[config.mk]
export PLATFORM = sky130hd
export DESIGN_NAME = sram_mem_responder
export DESIGN_NICKNAME = d
export VERILOG_FILES = /design/src/rtl/sram_ctrl_pkg.sv /design/src/rtl/sram_phase_timer.sv /design/src/rtl/sram_mem_responder.sv
export SDC_FILE = /design/constraint.sdc
export NUM_CORES = 1
export LEC_CHECK = 0
export ABC_AREA = 1
export BUFFER_PORTS_ARGS = -buffer_cell sky130_fd_sc_hd__buf_2
export CAP_MARGIN = 0
export CORE_UTILIZATION = 50
export DETAILED_ROUTE_END_ITERATION = 10
export PLACE_DENSITY = 0.83
export SETUP_SLACK_MARGIN = 0.3
export SYNTH_ARGS = -nofsm -noshare
export SYNTH_HDL_FRONTEND = slang
export SYNTH_SLANG_ARGS = --single-unit
export TNS_END_PERCENT = 50
[constraint.sdc]
create_clock -name clk -period 2.93 [get_ports clk]
set_input_delay 0.4395 -clock clk [delete_from_list [all_inputs] [get_ports clk]]
set_output_delay 0.4395 -clock clk [all_outputs]
set_load 0.05 [all_outputs]
[src/rtl/sram_ctrl_pkg.sv]
// ---------------------------------------------------------------------------
// sram_ctrl_pkg
// Shared definitions for the MEM-stage SRAM responder and its phase timer.
//   state_e         : responder FSM states (IDLE, LOW, HIGH, DONE)
//   DEF_BASE_ADDR   : default byte address mapped to SRAM half-word 0
//   DEF_WAIT_CYCLES : default cycles per 16-bit SRAM access phase
//   HALF_W          : SRAM data bus width (one half of a 32-bit word)
// ---------------------------------------------------------------------------
package sram_ctrl_pkg;

    typedef enum logic [1:0] {
        IDLE = 2'd0,
        LOW  = 2'd1,
        HIGH = 2'd2,
        DONE = 2'd3
    } state_e;

    localparam logic [31:0] DEF_BASE_ADDR   = 32'd1024;
    localparam int          DEF_WAIT_CYCLES = 3;
    localparam int          HALF_W          = 16;

endpackage

[src/rtl/sram_phase_timer.sv]
// ---------------------------------------------------------------------------
// sram_phase_timer
// Counts the cycles of one SRAM access phase and flags the final cycle.
// The same instance times both the LOW and the HIGH phase: the counter wraps
// to zero on its last cycle, so the next phase starts fresh.
//   clk     : system clock, rising edge
//   rst_n   : asynchronous active-low reset
//   start_i : phase is active this cycle (count it)
//   clear_i : force the counter back to zero
//   last_o  : high during the final cycle of an active phase
// ---------------------------------------------------------------------------
module sram_phase_timer #(
    parameter int WAIT_CYCLES = 3
) (
    input  logic clk,
    input  logic rst_n,
    input  logic start_i,
    input  logic clear_i,
    output logic last_o
);

    // At least one bit so WAIT_CYCLES == 1 still elaborates.
    localparam int CW = (WAIT_CYCLES > 1) ? $clog2(WAIT_CYCLES) : 1;
    localparam logic [CW-1:0] LAST_CNT = CW'(WAIT_CYCLES - 1);

    logic [CW-1:0] count_q, count_d;

    assign last_o = start_i && (count_q == LAST_CNT);

    always_comb begin
        count_d = count_q;
        if (clear_i || last_o) begin
            count_d = '0;
        end else if (start_i) begin
            count_d = count_q + 1'b1;
        end
    end

    always_ff @(posedge clk or negedge rst_n) begin
        if (!rst_n) begin
            count_q <= '0;
        end else begin
            count_q <= count_d;
        end
    end

endmodule

[src/rtl/sram_mem_responder.sv]
// ---------------------------------------------------------------------------
// sram_mem_responder
// Serves MEM-stage 32-bit data-memory requests as two 16-bit accesses to an
// external SRAM (low half first, then high half). ready is low while busy so
// the pipeline freezes and the request stays stable.
//
// Optional build macro: SRAM_READ_HIT_EN
//   When defined, a one-entry tag remembers the word address of the last
//   completed read; a repeated read of that word skips the SRAM and completes
//   in one cycle. Any write (and reset) invalidates the tag.
//
// Ports:
//   clk          : system clock, rising edge
//   rst          : asynchronous active-low reset
//   rd_en, wr_en : read / write request (write wins when both are set)
//   address      : byte address (ALU result)
//   write_data   : store data
//   read_data    : load data, held until the next read completes
//   ready        : 1 = idle or completing, 0 = busy (pipeline freeze)
//   sram_addr    : SRAM half-word address
//   sram_dq_out  : SRAM write data
//   sram_dq_in   : SRAM read data
//   sram_dq_oe   : controller drives the DQ bus
//   sram_we_n    : SRAM write enable, active-low
//   sram_oe_n    : SRAM output enable, active-low
// ---------------------------------------------------------------------------
module sram_mem_responder
    import sram_ctrl_pkg::*;
#(
    parameter logic [31:0] BASE_ADDR   = DEF_BASE_ADDR,
    parameter int          SRAM_ADDR_W = 18,
    parameter int          WAIT_CYCLES = DEF_WAIT_CYCLES
) (
    input  logic                   clk,
    input  logic                   rst,
    input  logic                   rd_en,
    input  logic                   wr_en,
    input  logic [31:0]            address,
    input  logic [31:0]            write_data,
    output logic [31:0]            read_data,
    output logic                   ready,
    output logic [SRAM_ADDR_W-1:0] sram_addr,
    output logic [HALF_W-1:0]      sram_dq_out,
    input  logic [HALF_W-1:0]      sram_dq_in,
    output logic                   sram_dq_oe,
    output logic                   sram_we_n,
    output logic                   sram_oe_n
);

    // Word address = half-word address without its lowest bit.
    localparam int WORD_W = SRAM_ADDR_W - 1;

    state_e                   state_q, state_d;
    logic                     is_write_q, is_write_d;
    logic [WORD_W-1:0]        word_q, word_d;
    logic [31:0]              wdata_q, wdata_d;
    logic [HALF_W-1:0]        low_buf_q, low_buf_d;
    logic [31:0]              read_data_q, read_data_d;
    logic [SRAM_ADDR_W-1:0]   sram_addr_q, sram_addr_d;
    logic [HALF_W-1:0]        dq_out_q, dq_out_d;
    logic                     dq_oe_q, dq_oe_d;
    logic                     we_n_q, we_n_d;
    logic                     oe_n_q, oe_n_d;

    logic                     req;
    logic [31:0]              offset;
    logic [WORD_W-1:0]        req_word;
    logic                     phase_active;
    logic                     phase_last;
    logic                     read_hit;

    assign req      = rd_en | wr_en;
    // Modulo-2^32 subtraction; bits above the SRAM range are dropped so
    // addresses wrap, and the byte lane bits are ignored.
    assign offset   = address - BASE_ADDR;
    assign req_word = offset[SRAM_ADDR_W:2];

    logic unused_offset_bits;
    assign unused_offset_bits = ^{offset[31:SRAM_ADDR_W+1], offset[1:0]};

    assign phase_active = (state_q == LOW) || (state_q == HIGH);

    sram_phase_timer #(
        .WAIT_CYCLES (WAIT_CYCLES)
    ) u_phase_timer (
        .clk     (clk),
        .rst_n   (rst),
        .start_i (phase_active),
        .clear_i (!phase_active),
        .last_o  (phase_last)
    );

`ifdef SRAM_READ_HIT_EN
    logic [WORD_W-1:0] tag_q, tag_d;
    logic              tag_valid_q, tag_valid_d;

    assign read_hit = rd_en && !wr_en && tag_valid_q && (tag_q == req_word);

    always_comb begin
        tag_d       = tag_q;
        tag_valid_d = tag_valid_q;
        if (state_q == IDLE && wr_en) begin
            tag_valid_d = 1'b0;
        end else if (state_q == HIGH && phase_last && !is_write_q) begin
            tag_d       = word_q;
            tag_valid_d = 1'b1;
        end
    end

    always_ff @(posedge clk or negedge rst) begin
        if (!rst) begin
            tag_q       <= '0;
            tag_valid_q <= 1'b0;
        end else begin
            tag_q       <= tag_d;
            tag_valid_q <= tag_valid_d;
        end
    end
`else
    assign read_hit = 1'b0;
`endif

    // Next-state and request latching.
    always_comb begin
        state_d     = state_q;
        is_write_d  = is_write_q;
        word_d      = word_q;
        wdata_d     = wdata_q;
        low_buf_d   = low_buf_q;
        read_data_d = read_data_q;
        ready       = 1'b0;

        unique case (state_q)
            IDLE: begin
                ready = !req;
                if (req) begin
                    is_write_d = wr_en;
                    word_d     = req_word;
                    wdata_d    = write_data;
                    state_d    = read_hit ? DONE : LOW;
                end
            end
            LOW: begin
                if (phase_last) begin
                    low_buf_d = sram_dq_in;
                    state_d   = HIGH;
                end
            end
            HIGH: begin
                if (phase_last) begin
                    // Both halves land together so read_data never shows a
                    // partially updated word.
                    if (!is_write_q) begin
                        read_data_d = {sram_dq_in, low_buf_q};
                    end
                    state_d = DONE;
                end
            end
            DONE: begin
                ready   = 1'b1;
                state_d = IDLE;
            end
            default: state_d = IDLE;
        endcase
    end

    // SRAM pins are registered from the next state, so address, data and
    // strobes change only on phase boundaries and stay stable within a phase.
    always_comb begin
        sram_addr_d = sram_addr_q;
        dq_out_d    = dq_out_q;
        dq_oe_d     = 1'b0;
        we_n_d      = 1'b1;
        oe_n_d      = 1'b1;
        if (state_d == LOW || state_d == HIGH) begin
            sram_addr_d = {word_d, (state_d == HIGH)};
            if (is_write_d) begin
                we_n_d   = 1'b0;
                dq_oe_d  = 1'b1;
                dq_out_d = (state_d == HIGH) ? wdata_d[31:16] : wdata_d[15:0];
            end else begin
                oe_n_d   = 1'b0;
            end
        end
    end

    always_ff @(posedge clk or negedge rst) begin
        if (!rst) begin
            state_q     <= IDLE;
            is_write_q  <= 1'b0;
            word_q      <= '0;
            wdata_q     <= '0;
            low_buf_q   <= '0;
            read_data_q <= '0;
            sram_addr_q <= '0;
            dq_out_q    <= '0;
            dq_oe_q     <= 1'b0;
            we_n_q      <= 1'b1;
            oe_n_q      <= 1'b1;
        end else begin
            state_q     <= state_d;
            is_write_q  <= is_write_d;
            word_q      <= word_d;
            wdata_q     <= wdata_d;
            low_buf_q   <= low_buf_d;
            read_data_q <= read_data_d;
            sram_addr_q <= sram_addr_d;
            dq_out_q    <= dq_out_d;
            dq_oe_q     <= dq_oe_d;
            we_n_q      <= we_n_d;
            oe_n_q      <= oe_n_d;
        end
    end

    assign read_data   = read_data_q;
    assign sram_addr   = sram_addr_q;
    assign sram_dq_out = dq_out_q;
    assign sram_dq_oe  = dq_oe_q;
    assign sram_we_n   = we_n_q;
    assign sram_oe_n   = oe_n_q;

endmodule

# --- After elaboration in Yosys (flattened, before gate mapping) ---
# Cells that the tools add are included.
totals:
  elab_cells: 52
  output_inout_bits: 70
  ff_bits: 139
  in_bits: 84
classes:
  bitwise: 2
  addsub: 2
  reduce_logical: 11
  muxes: 19
  eq_ne: 6
ops:
  columns: ["op", "n"]
  rows:
  - ["$mux 32", 2]
  - ["$mux 17", 2]
  - ["$sub 19x11->19 const B", 1]
  - ["$mux 16", 1]
  - ["$mux 2", 5]
  - ["$eq 2x2->1 const B", 4]
  - ["$pmux 2 s4", 1]
  - ["$mux 1", 7]
  - ["$eq 2x1->1 const B", 2]
  - ["$reduce_and 2->1", 2]
  - ["$logic_or 1x1->1", 3]
  - ["$reduce_and 3->1", 1]
  - ["$add 2x1->2 const B", 1]
  - ["$logic_not 1->1", 2]
  - ["$logic_not 2->1", 1]
  - ["$pmux 1 s2", 1]
  - ["$reduce_bool 2->1", 1]
  - ["$logic_and 1x1->1", 1]
  - ["$not 1->1", 1]
  - ["$or 1x1->1", 1]

# --- Longest topological paths before layout ---
# Gate-level depths: netlist of run 1.
depth:
  depth_word: 8
  mapped_depth: 15

# --- By module ---
# From an unflattened synthesis of run 1, not the netlist that was laid out.
hier_totals:
  cells_unflattened: 641
  area_unflattened_um2: 5934.4
modules_own_cells:
  columns: ["mod", "seq_area_each_um2", "area_per_inst_um2", "cells_per_inst", "instances"]
  rows:
  - ["sram_mem_responder", 3430.8, 5820.6, 625, 1]
  - ["sram_phase_timer", 50.0, 113.9, 16, 1]

# --- Worst setup path after synthesis of run 1 ---
# Ideal clock, no wire load.
synth_timing:
  kind: "reg-to-reg"
  start: "register state_q[1]"
  end: "register dq_out_q[10], in the netlist sram_dq_out[10]"
  setup_time_ns: 0.118
  path_stages_with_launch: 15
  period_less_slack_ns: 2.304
  path_slack_ns: 0.626
  arrival_time_ns: 2.186
  cell_sequence: "dfrtp_1 -> inv_1 -> ha_1 -> nand2_1 -> inv_1 -> o21ai_0 -> a21boi_0 -> inv_1 -> ha_1 -> clkinv_1 -> nand2_4 -> inv_4 -> buf_4 -> nand2_1 -> nand2_1"
synth_via:
  elab_chain_cells: 8
  elab_cells_between_ends: 17
synth_lines:
  columns: ["element", "line", "rtl"]
  rows:
  - ["from (decl)", "sram_mem_responder.sv:53", "state_e state_q, state_d;"]
  - ["from (signal assigned)", "sram_mem_responder.sv:201", "state_q <= state_d;"]
  - ["$eq 2x1->1 or $eq 2x2->1 (tied branches)", "sram_mem_responder.sv:81, sram_mem_responder.sv:133", null]
  - ["$logic_or 1x1->1", "sram_mem_responder.sv:81", "assign phase_active = (state_q == LOW) || (state_q == HIGH);"]
  - ["$logic_and 1x1->1", "sram_phase_timer.sv:28", "assign last_o = start_i && (count_q == LAST_CNT);"]
  - ["$mux 2, on equally long branches", "sram_mem_responder.sv:150, sram_mem_responder.sv:144", null]
  - ["$pmux 2 s4 (*)", "sram_mem_responder.sv:133", "unique case (state_q)"]
  - ["named net state_d[0]", "sram_mem_responder.sv:53", null]
  - ["$eq 2x1->1 or $eq 2x2->1 (tied branches)", "sram_mem_responder.sv:175, sram_mem_responder.sv:180", null]
  - ["$logic_or 1x1->1", "sram_mem_responder.sv:175", "if (state_d == LOW || state_d == HIGH) begin"]
  - ["$reduce_and 2->1 (no line)", null, null]
  - ["to (signal assigned)", "sram_mem_responder.sv:208", "dq_out_q <= dq_out_d;"]
  - ["to (decl)", "sram_mem_responder.sv:60", "logic [HALF_W-1:0] dq_out_q, dq_out_d;"]
# The timed path passes the listed nets; every way through them passes the cells marked *.
# A chain may end at the register's enable or synchronous reset.

# --- Worst setup path in the final report of run 1 ---
layout_timing:
  start: "register state_q[0]"
  end: "register sram_addr_q[4], in the netlist sram_addr[4]"
layout_via:
  elab_chain_cells: 7
  elab_cells_between_ends: 14
layout_lines:
  columns: ["element", "line", "rtl"]
  rows:
  - ["$eq 2x1->1 or $eq 2x2->1 (tied branches)", "sram_mem_responder.sv:81, sram_mem_responder.sv:133", null]
  - ["$logic_or 1x1->1", "sram_mem_responder.sv:81", null]
  - ["$logic_and 1x1->1", "sram_phase_timer.sv:28", null]
  - ["$mux 2, on equally long branches", "sram_mem_responder.sv:150, sram_mem_responder.sv:144", null]
  - ["$pmux 2 s4 (*)", "sram_mem_responder.sv:133", null]
  - ["named net state_d[1]", "sram_mem_responder.sv:53", null]
  - ["$eq 2x1->1 or $eq 2x2->1 (tied branches)", "sram_mem_responder.sv:175", null]
  - ["$logic_or 1x1->1 (*)", "sram_mem_responder.sv:175", null]
  - ["to (signal assigned)", "sram_mem_responder.sv:207", "sram_addr_q <= sram_addr_d;"]
  - ["to (decl)", "sram_mem_responder.sv:59", "logic [SRAM_ADDR_W-1:0] sram_addr_q, sram_addr_d;"]
# Marked as above.

==> results of run 1 <==
[path summary, 6_finish.rpt]
path	slack, ns	cells past startpoint	to	start
max in group asynchronous	1.66	3	sram_we_n	rst
setup reg to reg	0.51	11	sram_addr[4]	state_q[0]
hold reg to reg	0.44	1	u_phase_timer.count_q[0]	u_phase_timer.count_q[0]
min in group asynchronous	0.53	2	read_data[12]	rst
hold / removal	0.26	3	wdata_q[26]	write_data[26]
setup / recovery	0.51	11	sram_addr[4]	state_q[0]
[cell type report]
class	instances	area (um^2)
fill	926	3795
sequential	139	3481
multi-input combinational	427	1973
timing repair buffer	150	802.0
clock buffer	22	494.2
tap	140	175.2
inverter	45	172.7
clock inverter	10	137.6
[placed cells by master, fill, tap and decap left out, types with 9 or more instances in the layout]
cell type,n
a31oi_1,9
buf_2,137
buf_4,10
clkbuf_16,17
dfrtp_1,137
ha_1,9
inv_1,41
mux2_2,16
nand2_1,300
nand3_1,14
nor2_1,19
o21ai_0,42
[through the flow]
step / cells / hold WS (ns) / instance area [um^2]
2_1_floorplan: 636 / 0.1439 / 5742
3_3_place_gp: 896 / 0.3941 / 6554
3_5_place_dp: 896 / 0.3984 / 6554
4_1_cts: 929 / 0.2386 / 7197
5_1_grt: 933 / 0.2476 / 7236
6_report: 933 / 0.2557 / 7236
[critical path: stages (launching register included)]
cell      delay [ns]
dfrtp_1         0.40
inv_1           0.15
ha_1            0.28
nand2_1         0.12
a21boi_0        0.10
o31ai_1         0.22
inv_1           0.10
ha_1            0.31
clkinv_1        0.17
buf_4           0.27
nor2_1          0.12
a31oi_1         0.05
[kinds of logic after synthesis]
family | Yosys count | synth area share
mux | 16 | 0.03138
buf+inv | 70 | 0.05165
compound gates | 55 | 0.05121
simple gates | 347 | 0.2399
flops | 139 | 0.6062
fa+ha+maj | 9 | 0.01961
[flip-flops by register name (all words and copies together), names as in the netlist]
signal                 cells
is_write_q                 1
low_buf_q                 16
wdata_q                   32
sram_we_n                  1
sram_dq_out               16
read_data                 32
sram_dq_oe                 1
sram_addr                 18
word_q                    17
sram_oe_n                  1
u_phase_timer.count_q      2
state_q                    2
[per-layer routing]
metal	up-vias	track usage	part of all wire
li1	2267	-	-
met1	2153	0.2862	0.44
met2	156	0.3729	0.48
met3	15	0.05918	0.067
met4	0	0.09363	0.014
met5	-	0	0
[what timing repair did]
action,in CTS,in global routing
resized for setup,1,2
pin swaps,0,1
buffers inserted,0,4
hold endpoints to repair,45,0
hold buffers,1,0
endpoints found under the setup margin,1,33
==> run_results.csv, run 1 <==
group,metric,value,unit
run_status,outcome,"finished clean",
setup_path,arrival,2.70,ns
yosys,ys_warn_count,0,
floorplan,die_w,109.2,um
layout,drive_above_1_share,0.2699,
global_route,grt_usage,0.2275,
drt,drt_wl_total,12350,um
floorplan,ios,154,
layout,final_core_util,0.6560,
setup_path,critPathCaptureType,"flip-flop",
yosys,syn_nets,729,
layout,syn2layout_area_growth,26.02,%
sta,max_slew.worst_pin.slew,0.8873,ns
sta,period_share,0.8257,
place,io_buffers,138,
floorplan,initial_core_util,0.5205,
place,hpwl,7988,um
global_route,grt.overflow.total,0,
yosys,synthCells,636,
sta,setup_viol,0,
sta,fmax,413.3,MHz
yosys,synth_top_area_cell,"dfrtp_1",
sta,grt_setup_unrepaired,"true",
yosys,yosys.area.top_type_share,0.5971,
yosys,syn_area_per_cell,9.028,um^2
yosys,yosys-top-cells-area,"dfrtp_1, nand2_1, o21ai_0, mux2_2, inv_1",
yosys,ys_async_sr_fraction,1.000,
yosys,synth.distinct_cells,25,
clock_tree,cts_tree,"built",
clock_tree,clkLatencyLatePin,0.40,ns
yosys,yosysMostFrequentCell,"nand2_1",
setup_path,path_class,"flip-flop to flip-flop",
yosys,ys_seq_area_frac,0.6062,
global_route,grt_pass1_wl,20630,um
yosys,ys.flop_type,"dfrtp_1",
floorplan,dieArea,11920,um^2
sta,fin_ws,0.5107,ns
drt,detail_route.wl_per_cell,13.24,um
sta,clock_skew,0.007348,ns
floorplan,rows,38,
sta,finalSetupTns,0,ns
sta,slew_headroom,0.4071,
place,pre_cts_ws,0.3835,ns
global_route,grt_antenna_before_repair,0,
setup_path,cp_max_fo,25,
floorplan,core_area,11030,um^2
floorplan,die_h,109.2,um
clock_tree,numCtsBuffers,17,
clock_tree,cts.sinks,139,
drt,antenna_left,0,
setup_path,cp-start-kind,"flip-flop",
drt,viasPerCell,4.921,
run,maxCapViolCount,0,
sta,slew_viol_final,0,
clock_tree,cts_max_level,4,
yosys,ys_top_cells_by_count,"nand2_1, dfrtp_1, o21ai_0, inv_1, nor2_1",
sta,hold_viol,0,
layout,diodes,0,
drt,vias,4591,
place,gp_congestion,0.7839,
drt,drt_iter0_markers,356,
layout,nNetsFinal,873,
drt,drc,0,
setup_path,crit_required,3.21,ns
min_path,hold_path_class,"input port to flip-flop",
sta,period_needed,2.419,ns
clock_tree,clk_pin_slew_worst_paths,0.06,ns
global_route,grt_start_max_net_pins,65,
clock_tree,cts_root_buf,"clkbuf_16",
yosys,synth_area,5742,um^2
global_route,grt_pass1_vias,4532,
yosys,synth_edf_count,0,
yosys,ys_ff_latch,139,
drt,drt_pass1_iterations,5,
clock_tree,cts_buffer_depth,2,
Power of run 1 is not shown: default switching activity piles up to over one toggle a cycle in this logic, so the estimate is an artifact.
==> run 2, diff against run 1 <==
- CORE_UTILIZATION: 50 -> 47
- PLACE_DENSITY: 0.83 -> 0.82
- clock period: 2.93 -> 2.06 ns (I/O delays scaled with it)
==> run 2 against run 1 <==
- setup slack worse by 0.45 ns
- fmax is 21% higher
- utilization is 0.76 points lower
- register-to-register slack worse by 0.45 ns
- clock skew hardly changed
- flip-flop and latch count stayed put
- cell count is 1.9% higher
- highest routed layer unchanged
==> run_results.csv, run 2 (synthesized netlist as in run 1, its figures left out) <==
group,metric,value,unit
layout,fillCellCount,947,
clock_tree,numCtsBuffers,17,
sta,grt_setup_unrepaired,"true",
drt,drt_iter0_markers,282,
clock_tree,cts.sinks,139,
global_route,grt_pass1_vias,4630,
sta,fmax,500.7,MHz
global_route,grtUsageMet2,0.3760,
clock_tree,clkLatencyLatePin,0.41,ns
sta,setup_viol,0,
sta,clock_skew,0.006919,ns
place,gp_congestion,0.8278,
setup_path,crit_required,2.41,ns
run_status,outcome,"finished clean",
place,hpwl,8439,um
floorplan,initial_core_util,0.4800,
place,pre_cts_ws,-0.04116,ns
clock_tree,cts_tree,"built",
global_route,grt_pass1_wl,21650,um
drt,drt_pass1_iterations,4,
sta,slew_headroom,0.6985,
drt,antenna_left,0,
layout,final_cell_mix,"nand2_1, dfrtp_1, buf_2",
setup_path,path_class,"flip-flop to flip-flop",
layout,syn2layout_area_growth,35.06,%
setup_path,cp-start-kind,"flip-flop",
floorplan,rows,40,
drt,viasPerCell,4.897,
floorplan,core_area,11960,um^2
clock_tree,cts_root_buf,"clkbuf_16",
sta,fin_ws,0.06290,ns
floorplan,ios,154,
drt,vias,4657,
layout,layout_commonest_cell,"nand2_1",
floorplan,dieArea,12660,um^2
global_route,grt_usage,0.2194,
global_route,met3_usage,0.05616,
global_route,grt.overflow.total,0,
setup_path,cp_max_fo,10,
sta,hold_viol,0,
floorplan,die_w,112.5,um
layout,nNetsFinal,884,
clock_tree,clk_pin_slew_worst_paths,0.06,ns
sta,period_needed,1.997,ns
setup_path,arrival,2.34,ns
drt,drc,0,
sta,period_share,0.9695,
setup_path,critPathCaptureType,"flip-flop",
clock_tree,cts_buffer_depth,2,
global_route,grt-busiest-layer,"met2",
min_path,hold_path_class,"input port to flip-flop",
run,maxCapViolCount,0,
global_route,grt_start_max_net_pins,57,
clock_tree,cts_max_level,4,
floorplan,die_h,112.5,um
layout,drive_above_1_share,0.3545,
sta,slew_viol_final,0,
drt,drt_wl_total,13150,um
place,io_buffers,138,
global_route,use_met1,0.2633,
layout,diodes,0,
drt,detail_route.wl_per_cell,13.83,um
sta,max_slew.worst_pin.slew,0.4475,ns
global_route,grt_antenna_before_repair,0,
-- run 2: final timing paths --
check                                    startpoint                  endpoint  slack [ns]  cells after the start
max reg2reg                              state_q[0]            sram_dq_out[7]        0.06                     12
max                                      state_q[0]            sram_dq_out[7]        0.06                     12
min                                   write_data[3]                wdata_q[3]        0.12                      3
min reg2reg                u_phase_timer.count_q[0]  u_phase_timer.count_q[0]        0.44                      1
max in group asynchronous                       rst                 sram_we_n        1.04                      3
min in group asynchronous                       rst                 word_q[1]        0.36                      2
-- run 2: stage by stage --
| stage | cell area (um^2) | setup TNS [ns] | cells | hold slack, ns | util |
|---|---|---|---|---|---|
| CTS | 7432 | 0 | 949 | 0.1003 | 0.6213 |
| global route | 7755 | -0.06176 | 951 | 0.1164 | 0.6483 |
| floorplan | 5809 | 0 | 636 | 0.01341 | - |
| global placement | 6736 | 0 | 908 | 0.2307 | 0.5632 |
| detailed placement | 6736 | -0.3446 | 908 | 0.2311 | 0.5632 |
| finish | 7755 | 0 | 951 | 0.1186 | 0.6483 |
-- run 2: area by class of cell --
class | count | area [um^2] | area share
flip-flops and latches | 139 | 3481 | 0.4489
multi-input cells | 427 | 2308 | 0.2977
repair buffers | 161 | 1013 | 0.1307
clock buffers | 19 | 452.9 | 0.05841
inverters | 45 | 198.9 | 0.02565
well taps | 147 | 183.9 | 0.02372
clock inverters | 13 | 116.4 | 0.01500
-- run 2: worst max-delay path: stages (launching register included) --
cell	delay (ns)
dfrtp_1	0.41
inv_2	0.11
ha_4	0.21
nand2_4	0.07
a21boi_2	0.06
o31ai_2	0.19
inv_1	0.12
ha_4	0.32
clkinv_8	0.08
nand2_8	0.11
buf_12	0.14
nand2_2	0.05
nand2_1	0.07
-- run 2: repair_timing --
action / CTS / global route
gates cloned: 1 / 0
pin swaps: 6 / 18
hold buffers: 1 / 0
buffers inserted: 7 / 2
endpoints found under the setup margin: 38 / 54
resized for setup: 13 / 84
hold endpoints to repair: 33 / 0
-- run 2: metal layers --
metal | up-vias | share of wire | wire (um)
li1 | 2284 | - | -
met1 | 2205 | 0.44 | 5734
met2 | 137 | 0.49 | 6494
met3 | 31 | 0.039 | 514
met4 | 0 | 0.031 | 408
met5 | - | 0 | 0
Power of run 2 is left out for the same reason.
==> run 3, diff against run 2 <==
- BUFFER_PORTS_ARGS: -buffer_cell sky130_fd_sc_hd__buf_2 -> unset
- CORE_UTILIZATION: 47 -> 50
- DONT_BUFFER_PORTS: unset -> 1
- PLACE_DENSITY: 0.82 -> 0.75
==> run 3 against run 2 <==
- the run now ends with negative hold slack, negative setup slack left
- largest cell class unchanged
- final area decreased by 9.3%
- die area decreased by 5.9%
- global-route usage decreased by 0.55 points
- fmax decreased by 5.7%
==> run_results.csv, run 3 (synthesized netlist as in run 1, its figures left out) <==
group,metric,value,unit
layout,diodes,0,
setup_path,crit_required,2.36,ns
clock_tree,cts_buffer_depth,2,
sta,period_needed,2.118,ns
layout,layout_commonest_cell,"nand2_1",
run_status,violations,"negative hold slack, negative setup slack",
setup_path,arrival,2.42,ns
layout,final_cell_mix,"nand2_1, dfrtp_1, o21ai_0",
setup_path,cp_top_family,"buffers and inverters",
sta,finalSetupTns,-0.6622,ns
layout,syn2layout_area_growth,22.44,%
global_route,grt_pass1_vias,4142,
drt,viasPerCell,5.194,
drt,detail_route.wl_per_cell,15.21,um
layout,drive_above_1_share,0.1931,
clock_tree,clkLatencyLatePin,0.42,ns
sta,fmax,472.1,MHz
place,hpwl,7827,um
setup_path,critPathCaptureType,"flip-flop",
floorplan,core_area,11030,um^2
setup_path,cp_num_buf_inv,5,
floorplan,rows,38,
sta,hold_viol,139,
place,gp_congestion,0.8824,
run,maxCapViolCount,0,
clock_tree,cts_root_buf,"clkbuf_16",
sta,setup_viol,14,
global_route,grt_usage,0.2139,
drt,drt_wl_total,12290,um
drt,drt_pass1_iterations,4,
drt,drc,0,
setup_path,path_cells,"inv_2, ha_4, nand2_4, a21boi_2, o31ai_2, inv_1, ha_4, clkinv_4, nand2_8, buf_12, buf_12, nand2_2, nand2_1",
clock_tree,cts.sinks,139,
sta,slew_headroom,0.6318,
clock_tree,cts_max_level,4,
sta,grt_setup_unrepaired,"true",
place,io_buffers,0,
floorplan,initial_core_util,0.5205,
min_path,hold_path_class,"input port to async pin",
floorplan,die_w,109.2,um
setup_path,cp_slowest_cell,"dfrtp_1",
sta,clock_skew,0.007920,ns
layout,nNetsFinal,748,
layout,final_core_util,0.6374,
global_route,grt.overflow.total,0,
drt,antenna_left,0,
clock_tree,clk_pin_slew_worst_paths,0.06,ns
run_status,outcome,"finished, violations left",
setup_path,cp_max_fo,5,
sta,slew_viol_final,0,
floorplan,ios,154,
clock_tree,cts_tree,"built",
clock_tree,numCtsBuffers,17,
drt,drt_iter0_markers,259,
global_route,grt_start_max_net_pins,140,
floorplan,die_h,109.2,um
setup_path,slowest_delay,0.41,ns
drt,vias,4197,
sta,fin_ws,-0.05811,ns
sta,hold_ws,-0.4122,ns
sta,period_share,1.028,
global_route,grt_pass1_wl,19310,um
floorplan,dieArea,11920,um^2
place,pre_cts_ws,-0.1000,ns
global_route,grt_antenna_before_repair,0,
setup_path,path_class,"flip-flop to flip-flop",
setup_path,cp-start-kind,"flip-flop",
sta,max_slew.worst_pin.slew,0.5523,ns
==> run 3: worst reg2reg max path: stages (launching register included) <==
cell and delay (ns):
dfrtp_1 0.41, inv_2 0.11, ha_4 0.21, nand2_4 0.07, a21boi_2 0.06, o31ai_2 0.25, inv_1 0.12, ha_4 0.27
clkinv_4 0.07, nand2_8 0.09, buf_12 0.14, buf_12 0.12, nand2_2 0.04, nand2_1 0.06
==> run 3: area by class of cell <==
class | instances | area [um^2]
multi-input combinational | 427 | 2238
timing repair buffer | 25 | 341.6
clock inverter | 14 | 171.4
fill | 903 | 4000
clock buffer | 18 | 439.2
sequential | 139 | 3481
inverter | 45 | 183.9
tap | 140 | 175.2
==> run 3: worst paths after layout <==
| kind | from | cells past startpoint | to | slack [ns] |
|---|---|---|---|---|
| setup reg to reg | state_q[0] | 13 | sram_dq_out[14] | -0.06 |
| hold / removal | rst | 0 | sram_addr[5] | -0.41 |
| min in group clk | write_data[4] | 2 | wdata_q[4] | 0.03 |
| hold reg to reg | u_phase_timer.count_q[0] | 1 | u_phase_timer.count_q[0] | 0.44 |
| max in group asynchronous | rst | 0 | sram_we_n | 2.23 |
| setup / recovery | state_q[0] | 13 | sram_dq_out[14] | -0.06 |
==> run 3: metrics by stage <==
step / area [um^2] / instances
after floorplan: 5809 / 636
final: 7030 / 808
after CTS: 6839 / 803
after global placement: 5973 / 762
after detailed placement: 5973 / 762
after global routing: 7030 / 808
==> run 3: metal layers <==
layer,part of all wire,GRT usage,vias to the layer above
met2,0.50,0.3522,139
li1,-,-,2015
met5,0,0,-
met1,0.41,0.2549,2026
met4,0.016,0.08784,0
met3,0.071,0.07412,17
==> run 3: what timing repair did <==
action,4_1_cts,5_1_grt
endpoints found under the setup margin,38,54
endpoints found under the hold margin,139,139
pin swaps,24,16
buffers inserted,8,5
cloned,1,0
resized for setup,37,38
Power of run 3 is left out for the same reason.
